### src/rtl/err_mon_pkg.sv
// Shared types and helpers for the error-event monitor: FSM state encoding
// and a width-generic saturating increment.
package err_mon_pkg;

  typedef enum logic [1:0] {
    IDLE  = 2'd0,
    ALERT = 2'd1,
    HELD  = 2'd2,
    CLEAR = 2'd3
  } mon_state_e;

  // Widths must stay below 32 so the all-ones ceiling fits the 32-bit carrier.
  localparam int unsigned SAT_MAX_W = 31;

  function automatic logic [31:0] satInc(input logic [31:0] value,
                                         input int unsigned width);
    logic [31:0] maxVal;
    maxVal = (32'd1 << width) - 32'd1;
    return (value >= maxVal) ? maxVal : value + 32'd1;
  endfunction

endpackage

### src/rtl/rise_detect.sv
// Registered rising-edge detector; clr_i forces the history bit low so a
// level still high on the following cycle is reported as a fresh edge.
module rise_detect (
  input  logic clk,
  input  logic reset,
  input  logic sig_i,
  input  logic clr_i,
  output logic rise_o
);

  logic sigPrev_q;

  always_ff @(posedge clk) begin
    if (reset || clr_i) begin
      sigPrev_q <= 1'b0;
    end else begin
      sigPrev_q <= sig_i;
    end
  end

  assign rise_o = sig_i & ~sigPrev_q;

endmodule

### src/rtl/err_event_monitor.sv
// Sticky error-event monitor: counts error events, tracks the longest error
// run and drives a host interrupt with an acknowledge and clear handshake.
module err_event_monitor
  import err_mon_pkg::*;
#(
  parameter int unsigned CNT_W = 16,
  parameter int unsigned RUN_W = 8
) (
  input  logic             clk,
  input  logic             reset,
  input  logic             err_in,
  input  logic             irq_ack,
  input  logic             clr_req,
  output logic             irq,
  output logic             sticky,
  output logic [CNT_W-1:0] evt_cnt,
  output logic [RUN_W-1:0] max_run,
  output logic             clr_done
);

  mon_state_e       state_q;
  logic             irq_q;
  logic             sticky_q;
  logic             clrDone_q;
  logic             clrBlock_q;
  logic [CNT_W-1:0] evtCnt_q;
  logic [CNT_W-1:0] evtCnt_d;
  logic [RUN_W-1:0] runCnt_q;
  logic [RUN_W-1:0] runCnt_d;
  logic [RUN_W-1:0] maxRun_q;
  logic [RUN_W-1:0] maxRun_d;
  logic             rise;
  logic             clrStart;

  // A held clr_req stays blocked after its clear until the host drops it.
  assign clrStart = clr_req & ~clrBlock_q;

  rise_detect u_rise_detect (
    .clk    (clk),
    .reset  (reset),
    .sig_i  (err_in),
    .clr_i  (clrStart),
    .rise_o (rise)
  );

  always_comb begin
    runCnt_d = '0;
    if (err_in) begin
      runCnt_d = RUN_W'(satInc(32'(runCnt_q), RUN_W));
    end
    maxRun_d = (runCnt_d > maxRun_q) ? runCnt_d : maxRun_q;
    evtCnt_d = evtCnt_q;
    if (rise) begin
      evtCnt_d = CNT_W'(satInc(32'(evtCnt_q), CNT_W));
    end
  end

  always_ff @(posedge clk) begin
    if (reset || clrStart) begin
      evtCnt_q <= '0;
      runCnt_q <= '0;
      maxRun_q <= '0;
    end else begin
      evtCnt_q <= evtCnt_d;
      runCnt_q <= runCnt_d;
      maxRun_q <= maxRun_d;
    end
  end

  // Outputs are written alongside each transition so they reflect the
  // state being entered; a rise re-arms the interrupt from any state.
  always_ff @(posedge clk) begin
    if (reset) begin
      state_q    <= IDLE;
      irq_q      <= 1'b0;
      sticky_q   <= 1'b0;
      clrDone_q  <= 1'b0;
      clrBlock_q <= 1'b0;
    end else begin
      if (!clr_req) begin
        clrBlock_q <= 1'b0;
      end
      if (clrStart) begin
        state_q    <= CLEAR;
        irq_q      <= 1'b0;
        sticky_q   <= 1'b0;
        clrDone_q  <= 1'b1;
        clrBlock_q <= 1'b1;
      end else begin
        clrDone_q <= 1'b0;
        if (rise) begin
          state_q  <= ALERT;
          irq_q    <= 1'b1;
          sticky_q <= 1'b1;
        end else begin
          case (state_q)
            ALERT: begin
              if (irq_ack) begin
                state_q <= HELD;
                irq_q   <= 1'b0;
              end
            end
            CLEAR: begin
              state_q <= IDLE;
            end
            default: begin
            end
          endcase
        end
      end
    end
  end

  assign irq      = irq_q;
  assign sticky   = sticky_q;
  assign evt_cnt  = evtCnt_q;
  assign max_run  = maxRun_q;
  assign clr_done = clrDone_q;

endmodule

### config.mk
export PLATFORM = sky130hd
export DESIGN_NAME = err_event_monitor
export DESIGN_NICKNAME = d
export VERILOG_FILES = /design/src/rtl/err_mon_pkg.sv /design/src/rtl/rise_detect.sv /design/src/rtl/err_event_monitor.sv
export SDC_FILE = /design/constraint.sdc
export NUM_CORES = 1
export LEC_CHECK = 0
export ABC_AREA = 1
export BUFFER_PORTS_ARGS = -buffer_cell sky130_fd_sc_hd__clkbuf_2
export CORE_MARGIN = 1
export CORE_UTILIZATION = 49
export DETAILED_ROUTE_END_ITERATION = 8
export PLACE_DENSITY = 0.77
export RECOVER_POWER = 25
export SYNTH_ARGS = -nofsm -noshare
export SYNTH_HDL_FRONTEND = slang
export SYNTH_SLANG_ARGS = --single-unit
export TNS_END_PERCENT = 1
### constraint.sdc
create_clock -name clk -period 6 [get_ports clk]
set_input_delay 0.6 -clock clk [delete_from_list [all_inputs] [get_ports clk]]
set_output_delay 0.6 -clock clk [all_outputs]
set_load 0.01 [all_outputs]
# Word-level counts from Yosys, hierarchy flattened
# Index checks and enable logic that the tools add are counted.
[word_totals]
out_inout_bits = 27
elab_cells = 42
register_bits = 39
[classes]
eq_ne = 4
reduce_logical = 7
mux = 13
addsub = 2
n_lt_le_gt_ge = 3
bitwise = 4
[ops]
columns = ["cell", "count"]
rows = [
  ["16-bit by 1-bit adder with 16-bit output (second input constant)", 1],
  ["16-bit >= comparator (second input constant)", 1],
  ["16-bit two-way mux", 1],
  ["8-bit two-way mux", 2],
  ["8-bit by 1-bit adder with 8-bit output (second input constant)", 1],
  ["8-bit >= comparator (second input constant)", 1],
  ["8-bit > comparator", 1],
  ["1-bit two-way mux", 6],
  ["2-bit two-way mux", 3],
  ["4-bit != test (second input constant)", 1],
  ["2-bit one-hot mux with 2 select lines", 1],
  ["2-bit AND reduction", 2],
  ["2-bit nonzero test", 2],
  ["4-bit nonzero test", 1],
  ["1-bit bitwise AND", 2],
  ["2-bit by 1-bit equality test with 1-bit output (second input constant)", 1],
  ["2-bit equality test (second input constant)", 1],
  ["2-bit by 1-bit != test with 1-bit output (second input constant)", 1],
  ["1-bit inverter", 2],
  ["2-bit OR reduction", 1],
  ["1-bit logical OR", 1],
]

# Depth between registers and ports, before layout
# Gate-level depths: netlist of run 1.
[depth]
word_depth = 4
mapped_depth = 18
mapped_depth_nobuf = 18

# Cells and area by module
# A second synthesis of run 1 with hierarchy kept.
[unflattened]
hier_cells = 301
hier_area_um2 = 2099.5
[modules_own_cells]
columns = ["mod", "n_inst", "cells_each", "area_per_inst_um2", "seq_area_each_um2"]
rows = [
  ["err_event_monitor", 1, 295, 2058.2, 760.7],
  ["rise_detect", 1, 6, 41.3, 20.0],
]

# Least setup slack after synthesis of run 1
# Ideal clock, no wire load.
[synth_timing]
kind = "reg-to-reg"
from = "reg runCnt_q[0]"
to = "reg maxRun_q[2], in the netlist max_run[2]"
t_required_ns = 5.885
period_less_slack_ns = 2.049
arrival_ns = 1.934
setup_ns = 0.115
stages_incl_launch_ff = 19
path_slack_ns = 3.951
cell_sequence = "dfxtp_1 -> ha_1 -> nand2_1 -> nor2_1 -> nand2_4 -> inv_1 -> o21ai_1 -> inv_1 -> ha_1 -> nand2_1 -> nand2_1 -> nand2_1 -> nand2_1 -> nand2_1 -> nand2_1 -> buf_2 -> nand3_1 -> nand2_1 -> nor2_1"
[synth_between]
elab_chain_len = 4
word_cells_on_any_way = 5
cone_classes = "add/sub (1); order compare (2); mux (2)"
[synth_rtl]
columns = ["item", "line_no", "rtl"]
rows = [
  ["start: declaration", "err_event_monitor.sv:28", "logic [RUN_W-1:0] runCnt_q;"],
  ["start signal: assignment", "err_event_monitor.sv:65", "runCnt_q <= runCnt_d;"],
  ["8-bit by 1-bit adder with 8-bit output or 8-bit >= comparator (tied branches)", "err_mon_pkg.sv:19", "return (value >= maxVal) ? maxVal : value + 32'd1;"],
  ["8-bit two-way mux (*)", "err_mon_pkg.sv:19", ""],
  ["8-bit two-way mux (*)", "err_event_monitor.sv:48", "if (err_in) begin"],
  ["net runCnt_d[1]", "err_event_monitor.sv:29", "logic [RUN_W-1:0] runCnt_d;"],
  ["8-bit > comparator (*)", "err_event_monitor.sv:51", "maxRun_d = (runCnt_d > maxRun_q) ? runCnt_d : maxRun_q;"],
  ["end signal: assignment", "err_event_monitor.sv:66", "maxRun_q <= maxRun_d;"],
  ["end: declaration", "err_event_monitor.sv:30", "logic [RUN_W-1:0] maxRun_q;"],
]
# Mark *: on every way through the listed nets, which the timed path passes. The rest lies on a longest branch.
# A chain may end at the register's enable or synchronous reset.

# Worst setup path after layout of run 1
[layout_timing]
from = "reg runCnt_q[0]"
to = "reg maxRun_q[5], in the netlist max_run[5]"
# Same word-level chain as after synthesis.

==> qor.txt, run 1 <==
Core Area = 0.00409 mm2
num rows = 23
CTS tree = yes
CP max stage cell = nand4_1
overall routing resource usage = 22.4%
max incr delay on CP = 0.41 ns
antenna violations before repair = 0
vias in the first global route = 1,855
Reg area = 781 um2
drt via density = 5.14
Cell Pwr Density = 312 mW/mm2
RSZ-0062 raised after global routing = no
IO Pins = 32
vias post-DR = 2,010
Top FF cell, synth = dfxtp_1
final slew viol count = 0
leakage power = 1.22 nW
Post-route DRC = 0
outcome = finished clean
worst vdd ir = 0.205 mV
Clock Tree Root = clkbuf_8
Mapped Avg Cell Area = 6.96 um2
Syn Std Cell Area = 0.00214 mm2
FFs w/ async S/R, synth = 0%
fin cells = 391
most frequent cells in the layout = nand2_1, inv_1, nor2_1
yosys warns = 0
Routed WL = 4520 um
maximum clock rate = 393 MHz
CP max FO = 13
clk buf depth = 2
CTS HTree Levels = 2
worst-margin pin slew = 0.702 ns
CTS Hold Bufs = 0
Worst Path Class, Setup = flop to flop
post-CTS resize count = 0
cts bufs inserted = 5
slew margin rel. = 53.1%
commonest non-fill, non-tap cell in the layout = nand2_1
port bufs = 31
Die W = 68.0 um
die area = 0.00463 mm2
fill cell count = 413
sequential area share after synthesis = 36.5%
max cap viols = 0
worst-skew pair later-pin latency = 0.29 ns
Worst-path clk slew = 0.07 ns
delay-heaviest family, CP = simple AND/OR/NAND/NOR gates
setup_tns = 0 ns
type of the worst min-delay path = flop to flop
total setup buffers inserted after CTS = 0
area taken by multi-input logic gates = 0.00114 mm2
hold_ws = 0.477 ns
Pre-antenna DRT Iters = 5
Starting Density = 52.3%
final setup fails = 0
Final ANT Viol Nets = 0
crit path DAT = 2.73 ns
Critical Path End Type = flop
Routed wire per std cell = 11.5 um
flops & latches, synth = 39
crit-path cells = ha_1, nand2_1, nor2_1, nand2_4, nand3_1, nand2_1, inv_2, ha_1, nand2_1, nor2_1, nand4_1, nand2_1, nand2_1, nand2_1, nor2_1
synth unique cells = 29
P&R area growth vs syn = 14.1%
grt total ovfl = 0
Layout Skew = 0.00245 ns
most frequent CP cell = nand2_1
first-pass GRT wire length = 7740 um
gate count of the mapped netlist = 307
1st-iter DRT viols = 134
count of final hold-check violations = 0
die height = 68.0 um
Final Cycle Share = 42.4%
DP HPWL = 3350 um
largest net degree at the start of global routing = 18
placer congestion estimate = 0.851
CP Launch Type = flop
clock sink count = 39
Post-Syn Nets = 322
number of synthesized flops with an enable pin = 0
placed cell count = 383
Final Net Count = 355
diodes inserted = 0
crit path time final = 2.54 ns
share of cells above drive strength 1 = 14.7%
CP required = 6.19 ns
buffers and inverters on the worst path = 1
report_power, final:
part           total (mW)  switching [mW]  internal, mW
combinational       0.213           0.141        0.0716
clock               0.256          0.0899         0.166
sequential          0.291          0.0125         0.279
total               0.760           0.243         0.517
area by class of cell:
class,instances,share of cell area [%]
multi-input combinational,214,46.8
sequential,39,32.0
inverter,49,7.55
timing repair buffer,31,5.65
clock buffer,6,2.98
tap,50,2.57
clock inverter,2,2.46
worst min-delay path, cell delays in order (launching register included):
cell and delay, ns:
dfxtp_1 0.31, o21ai_0 0.07, a21oi_1 0.06
layer usage:
metal  GRT usage, %  wire (um)  vias to the layer above
met5              0          0                        -
met4           8.85         88                        0
met3           5.00        185                       13
met2           40.0       2220                       49
met1           25.4       2030                      910
li1               -          -                     1038
state kept, by name, summed over array words and instances (netlist names):
register and flops:
state_q 2, irq 1, runCnt_q 8, clr_done 1, sticky 1, max_run 8
u_rise_detect.sigPrev_q 1, clrBlock_q 1, evt_cnt 16
logic make-up after synthesis:
logic type | share of synthesized area [%]
AO/OA/AOI/OAI | 9.13
XOR/XNOR | 1.64
adder cells (fa/ha/maj) | 5.85
buffers and inverters | 9.78
flip-flops | 36.5
AND/OR/NAND/NOR | 37.1
cell usage after synthesis (3+ instances only):
library cell	count	area share, %
o21ai_1	5	1.2
xor2_1	3	1.2
nor3_1	4	0.94
inv_2	5	0.88
nor2_4	5	2.6
nor2_2	3	0.88
inv_1	44	7.7
a31oi_1	4	1.2
nand3_1	23	5.4
nand2_1	67	12
dfxtp_1	39	37
nand2_2	5	1.5
o21ai_0	9	2.1
buf_2	5	1.2
nor2_1	43	7.6
nand4_1	3	0.88
a21oi_1	15	3.5
nand3b_1	3	1.1
ha_1	10	5.9
final timing paths:
path | start | endpoint | slack (ns) | cells past startpoint
max | runCnt_q[0] | max_run[5] | 3.46 | 15
min | irq | irq | 0.48 | 2
max reg2reg | runCnt_q[0] | max_run[5] | 3.46 | 15
min reg2reg | irq | irq | 0.48 | 2
per-stage QoR:
step	power, mW	util, %	setup slack (ns)	instance area [um2]
after CTS	0.771	60.3	3.47	2460
after floorplan	0.472	-	3.95	2140
after global placement	0.507	57.0	3.56	2330
final	0.760	59.6	3.46	2440
after detailed placement	0.512	57.0	3.49	2330
after global routing	0.819	59.6	3.20	2440
No activity file was read; power rests on OpenSTA's default activity.
==> run 2: changes to the inputs <==
--- a/config.mk
+++ b/config.mk
@@ -10,7 +10,7 @@
 export CORE_MARGIN = 1
 export CORE_UTILIZATION = 49
 export DETAILED_ROUTE_END_ITERATION = 8
-export PLACE_DENSITY = 0.77
+export PLACE_DENSITY = 0.8
 export RECOVER_POWER = 25
 export SYNTH_ARGS = -nofsm -noshare
 export SYNTH_HDL_FRONTEND = slang
==> constraint.sdc (replaced) <==
create_clock -name clk -period 2.04 [get_ports clk]
set_input_delay 0.204 -clock clk [delete_from_list [all_inputs] [get_ports clk]]
set_output_delay 0.204 -clock clk [all_outputs]
set_load 0.01 [all_outputs]
==> qor.txt, run 2 (synthesis results as in run 1) <==
hold_ws = 0.131 ns
1st-iter DRT viols = 142
Clock Tree Root = clkbuf_8
hold_sp = clr_req
worst-skew pair later-pin latency = 0.30 ns
num rows = 23
share of cells above drive strength 1 = 37.1%
commonest non-fill, non-tap cell in the layout = nand2_1
clock sink count = 39
final setup fails = 8
setup slack after layout = -0.212 ns
FF-to-FF setup slack = -0.21 ns
type of the worst min-delay path = input pin to flop
die area = 0.00463 mm2
Pwr Total = 2.71 mW
max cap viols = 0
diodes inserted = 0
Layout Skew = 0.00322 ns
CP required = 2.24 ns
post-layout util = 71.3%
violated checks = setup timing
CP max FO = 8
crit path time final = 2.25 ns
first-pass GRT wire length = 8440 um
placed cell count = 399
count of final hold-check violations = 0
most frequent cells in the layout = nand2_1, inv_1, nor2_1
outcome = finished, violations left
Die W = 68.0 um
maximum clock rate = 444 MHz
Final ANT Viol Nets = 0
reg-to-reg endpoint = max_run[2]
worst r2r src = runCnt_q[0]
fin cells = 417
Routed WL = 5590 um
Core Area = 0.00409 mm2
cts bufs inserted = 5
placer congestion estimate = 0.871
die height = 68.0 um
antenna violations before repair = 0
Hold EP = clrBlock_q
grt total ovfl = 0
IO Pins = 32
pre-CTS setup slack = -0.165 ns
overall routing resource usage = 24.5%
Worst-path clk slew = 0.08 ns
CTS tree = yes
vias post-DR = 2,161
Routed wire per std cell = 13.4 um
Cell Pwr Density = 929 mW/mm2
CTS Hold Bufs = 0
Final Net Count = 381
largest net degree at the start of global routing = 18
CP Launch Type = flop
worst vdd ir = 0.599 mV
Starting Density = 52.3%
fill cell count = 326
leakage power = 1.40 nW
P&R area growth vs syn = 36.4%
Worst Path Class, Setup = flop to flop
setup_tns = -1.38 ns
RSZ-0062 raised after global routing = yes
crit path DAT = 2.45 ns
number of flip-flops in the largest register = 16
port bufs = 31
Critical Path End Type = flop
final slew viol count = 0
drt via density = 5.18
Final Cycle Share = 110%
CTS HTree Levels = 2
Placed Area = 0.00245 mm2
Post-route DRC = 0
hold depth = 3
DP HPWL = 3430 um
Pre-antenna DRT Iters = 4
vias in the first global route = 1,910
fin area = 0.00292 mm2
slew margin rel. = 76.4%
Reg2Reg Depth = 14
worst-margin pin slew = 0.354 ns
clk buf depth = 2
==> run 2: worst max-delay path: stages (launching register included) <==
cell     delay, ns
dfxtp_4       0.37
ha_4          0.16
nand2_4       0.08
buf_4         0.14
o21ai_2       0.14
nand3_2       0.11
nand2_2       0.09
inv_2         0.06
ha_4          0.25
nand2_2       0.05
nor2_4        0.08
nand4_1       0.19
buf_6         0.23
a21oi_2       0.15
nor2_1        0.05
==> run 2: area by class of cell <==
| class | instances | area (um2) | area share [%] |
|---|---|---|---|
| multi-input cells | 214 | 1400 | 48.0 |
| flip-flops and latches | 39 | 793 | 27.2 |
| repair buffers | 57 | 367 | 12.6 |
| inverters | 49 | 189 | 6.48 |
| clock buffers | 7 | 96.3 | 3.30 |
| well taps | 50 | 62.6 | 2.15 |
| clock inverters | 1 | 7.51 | 0.258 |
==> run 2: power breakdown <==
part           leakage, nW  internal [mW]  switching (mW)
clock               0.0505          0.308           0.283
sequential           0.321          0.818          0.0525
combinational         1.03          0.567           0.679
==> run 2: worst max-delay path by stage <==
| stage | start | end | depth (start not counted) |
|---|---|---|---|
| after detailed placement | runCnt_q[0] | max_run[1] | 15 |
| after CTS | runCnt_q[0] | max_run[1] | 18 |
| after global placement | runCnt_q[0] | max_run[0] | 15 |
| final | runCnt_q[0] | max_run[2] | 14 |
| after global routing | runCnt_q[0] | max_run[2] | 14 |
| after floorplan | runCnt_q[0] | max_run[0] | 17 |
==> run 2: timing repair <==
action / 4_1_cts / 5_1_grt
buffers inserted: 2 / 8
pin swaps: 13 / 25
resized for setup: 40 / 36
gates cloned: 0 / 0
setup endpoints to repair: 8 / 8
==> run 2: per-layer routing <==
layer	track usage, %	vias to the layer above	share of wire (%)
li1	-	1083	-
met2	42.5	54	51
met1	28.9	1004	42
met3	5.33	20	3.7
met5	0	-	0
met4	9.90	0	3.4
==> run 3: changes to the inputs <==
--- a/config.mk
+++ b/config.mk
@@ -10,7 +10,7 @@
 export CORE_MARGIN = 1
 export CORE_UTILIZATION = 49
 export DETAILED_ROUTE_END_ITERATION = 8
-export PLACE_DENSITY = 0.8
+export PLACE_DENSITY = 0.77
 export RECOVER_POWER = 25
 export SYNTH_ARGS = -nofsm -noshare
 export SYNTH_HDL_FRONTEND = slang
==> constraint.sdc (replaced) <==
create_clock -name clk -period 2.8 [get_ports clk]
set_input_delay 0.28 -clock clk [delete_from_list [all_inputs] [get_ports clk]]
set_output_delay 0.28 -clock clk [all_outputs]
set_load 0.01 [all_outputs]
==> qor.txt, run 3 (synthesis results as in run 1) <==
WL met3 = 141 um
Worst Path Class, Setup = flop to flop
CTS HTree Levels = 2
placer congestion estimate = 0.884
crit path DAT = 2.63 ns
CP max FO = 13
worst-margin pin slew = 0.380 ns
number of flip-flops in the largest register = 16
CP Launch Type = flop
antenna violations before repair = 0
P&R area growth vs syn = 14.4%
CP required = 3.00 ns
diodes inserted = 0
clk buf depth = 2
largest net degree at the start of global routing = 18
clock power share = 30.9%
final setup fails = 0
setup slack after layout = 0.362 ns
Sequential Power Share = 39.5%
Starting Density = 52.3%
overall routing resource usage = 22.0%
type of the worst min-delay path = input pin to flop
most frequent cells in the layout = nand2_1, inv_1, nor2_1
setup_tns = 0 ns
commonest non-fill, non-tap cell in the layout = nand2_1
RSZ-0062 raised after global routing = no
DR top layer = met4
vias in the first global route = 1,766
slew margin rel. = 74.6%
Pint = 1.06 mW
fill cell count = 397
die height = 68.0 um
CTS Hold Bufs = 0
1st-iter DRT viols = 100
total setup buffers inserted after CTS = 0
CTS tree = yes
Routed wire per std cell = 11.3 um
WL met1 = 2030 um
worst-skew pair later-pin latency = 0.29 ns
clock sink count = 39
count of final hold-check violations = 0
power share of the combinational group = 29.6%
Final Cycle Share = 87.1%
Routed WL = 4440 um
Cell Pwr Density = 646 mW/mm2
grt total ovfl = 0
first-pass GRT wire length = 7570 um
Critical Path End Type = flop
crit path time final = 2.44 ns
share of cells above drive strength 1 = 15.7%
Core Area = 0.00409 mm2
Sw Ratio = 33.2%
Pre-antenna DRT Iters = 4
port bufs = 31
pre-CTS setup slack = 0.368 ns
final slew viol count = 0
metal2 WL = 2200 um
vias post-DR = 1,968
cts bufs inserted = 5
Net Switching = 524 uW
Post-route DRC = 0
IO Pins = 32
worst vdd ir = 0.382 mV
DP HPWL = 3300 um
Layout Skew = 0.00745 ns
leakage power = 1.22 nW
Final ANT Viol Nets = 0
drt via density = 5.01
post-CTS resize count = 0
Clock Tree Root = clkbuf_8
max cap viols = 0
Final Net Count = 357
Die W = 68.0 um
Worst-path clk slew = 0.08 ns
maximum clock rate = 410 MHz
die area = 0.00463 mm2
num rows = 23
outcome = finished clean
==> run 3: changes by cell type in the layout (fill, tap and decap cells not counted), sizes merged <==
cell and change:
bufinv +1, clkinv +1, clkinvlp -1, buf -24, clkbuf -1
==> run 3: layout make-up <==
type	instances	area [um2]	share of cell area (%)
Multi-Input combinational cell	214	1150	46.9
Sequential cell	39	781	31.9
Inverter	49	184	7.52
Timing Repair Buffer	33	153	6.24
Clock buffer	6	82.6	3.38
Tap cell	50	62.6	2.56
Clock inverter	2	35.0	1.43
==> run 3: critical path, cell delays in order, from the launching register on <==
cell	delay [ns]
dfxtp_1	0.37
ha_1	0.19
nand2_1	0.08
nor2_1	0.17
nand2_4	0.10
nand3_1	0.12
nand2_1	0.07
inv_2	0.07
ha_1	0.23
a21oi_1	0.16
nor2_1	0.05
nor2_1	0.09
nand2_1	0.25
nand2_1	0.22
nand2_1	0.07
nand2_1	0.06
nor2_1	0.04
==> run 3: path summary, 6_finish.rpt <==
check        slack, ns  cells after the start         from         end
min reg2reg       0.48                      2          irq         irq
max reg2reg       0.36                     16  runCnt_q[0]  max_run[7]
max               0.36                     16  runCnt_q[0]  max_run[7]
min               0.20                      3      clr_req  clrBlock_q
==> run 3: routing by layer <==
metal | track usage [%] | vias up
met2 | 40.1 | 30
met1 | 24.9 | 892
li1 | - | 1040
met4 | 7.81 | 0
met3 | 4.50 | 6
met5 | 0 | -
==> run 3: power groups by stage <==
stage / Clock, mW / Combinational [mW] / Sequential, mW
6_report: 0.488 / 0.468 / 0.623
5_1_grt: 0.523 / 0.549 / 0.630
4_1_cts: 0.498 / 0.476 / 0.624
3_5_place_dp: 0 / 0.472 / 0.637
3_3_place_gp: 0 / 0.470 / 0.636
2_1_floorplan: 0 / 0.360 / 0.651
==> run 3: through the flow <==
step | utilization (%) | hold WS (ns) | power, mW | instance area [um2] | cells
final | 59.8 | 0.202 | 1.58 | 2440 | 393
after global routing | 59.8 | 0.223 | 1.70 | 2440 | 393
after CTS | 60.3 | 0.198 | 1.60 | 2460 | 393
after detailed placement | 57.4 | 0.473 | 1.11 | 2340 | 385
after global placement | 57.4 | 0.466 | 1.11 | 2340 | 385
after floorplan | - | 0.349 | 1.01 | 2140 | 307
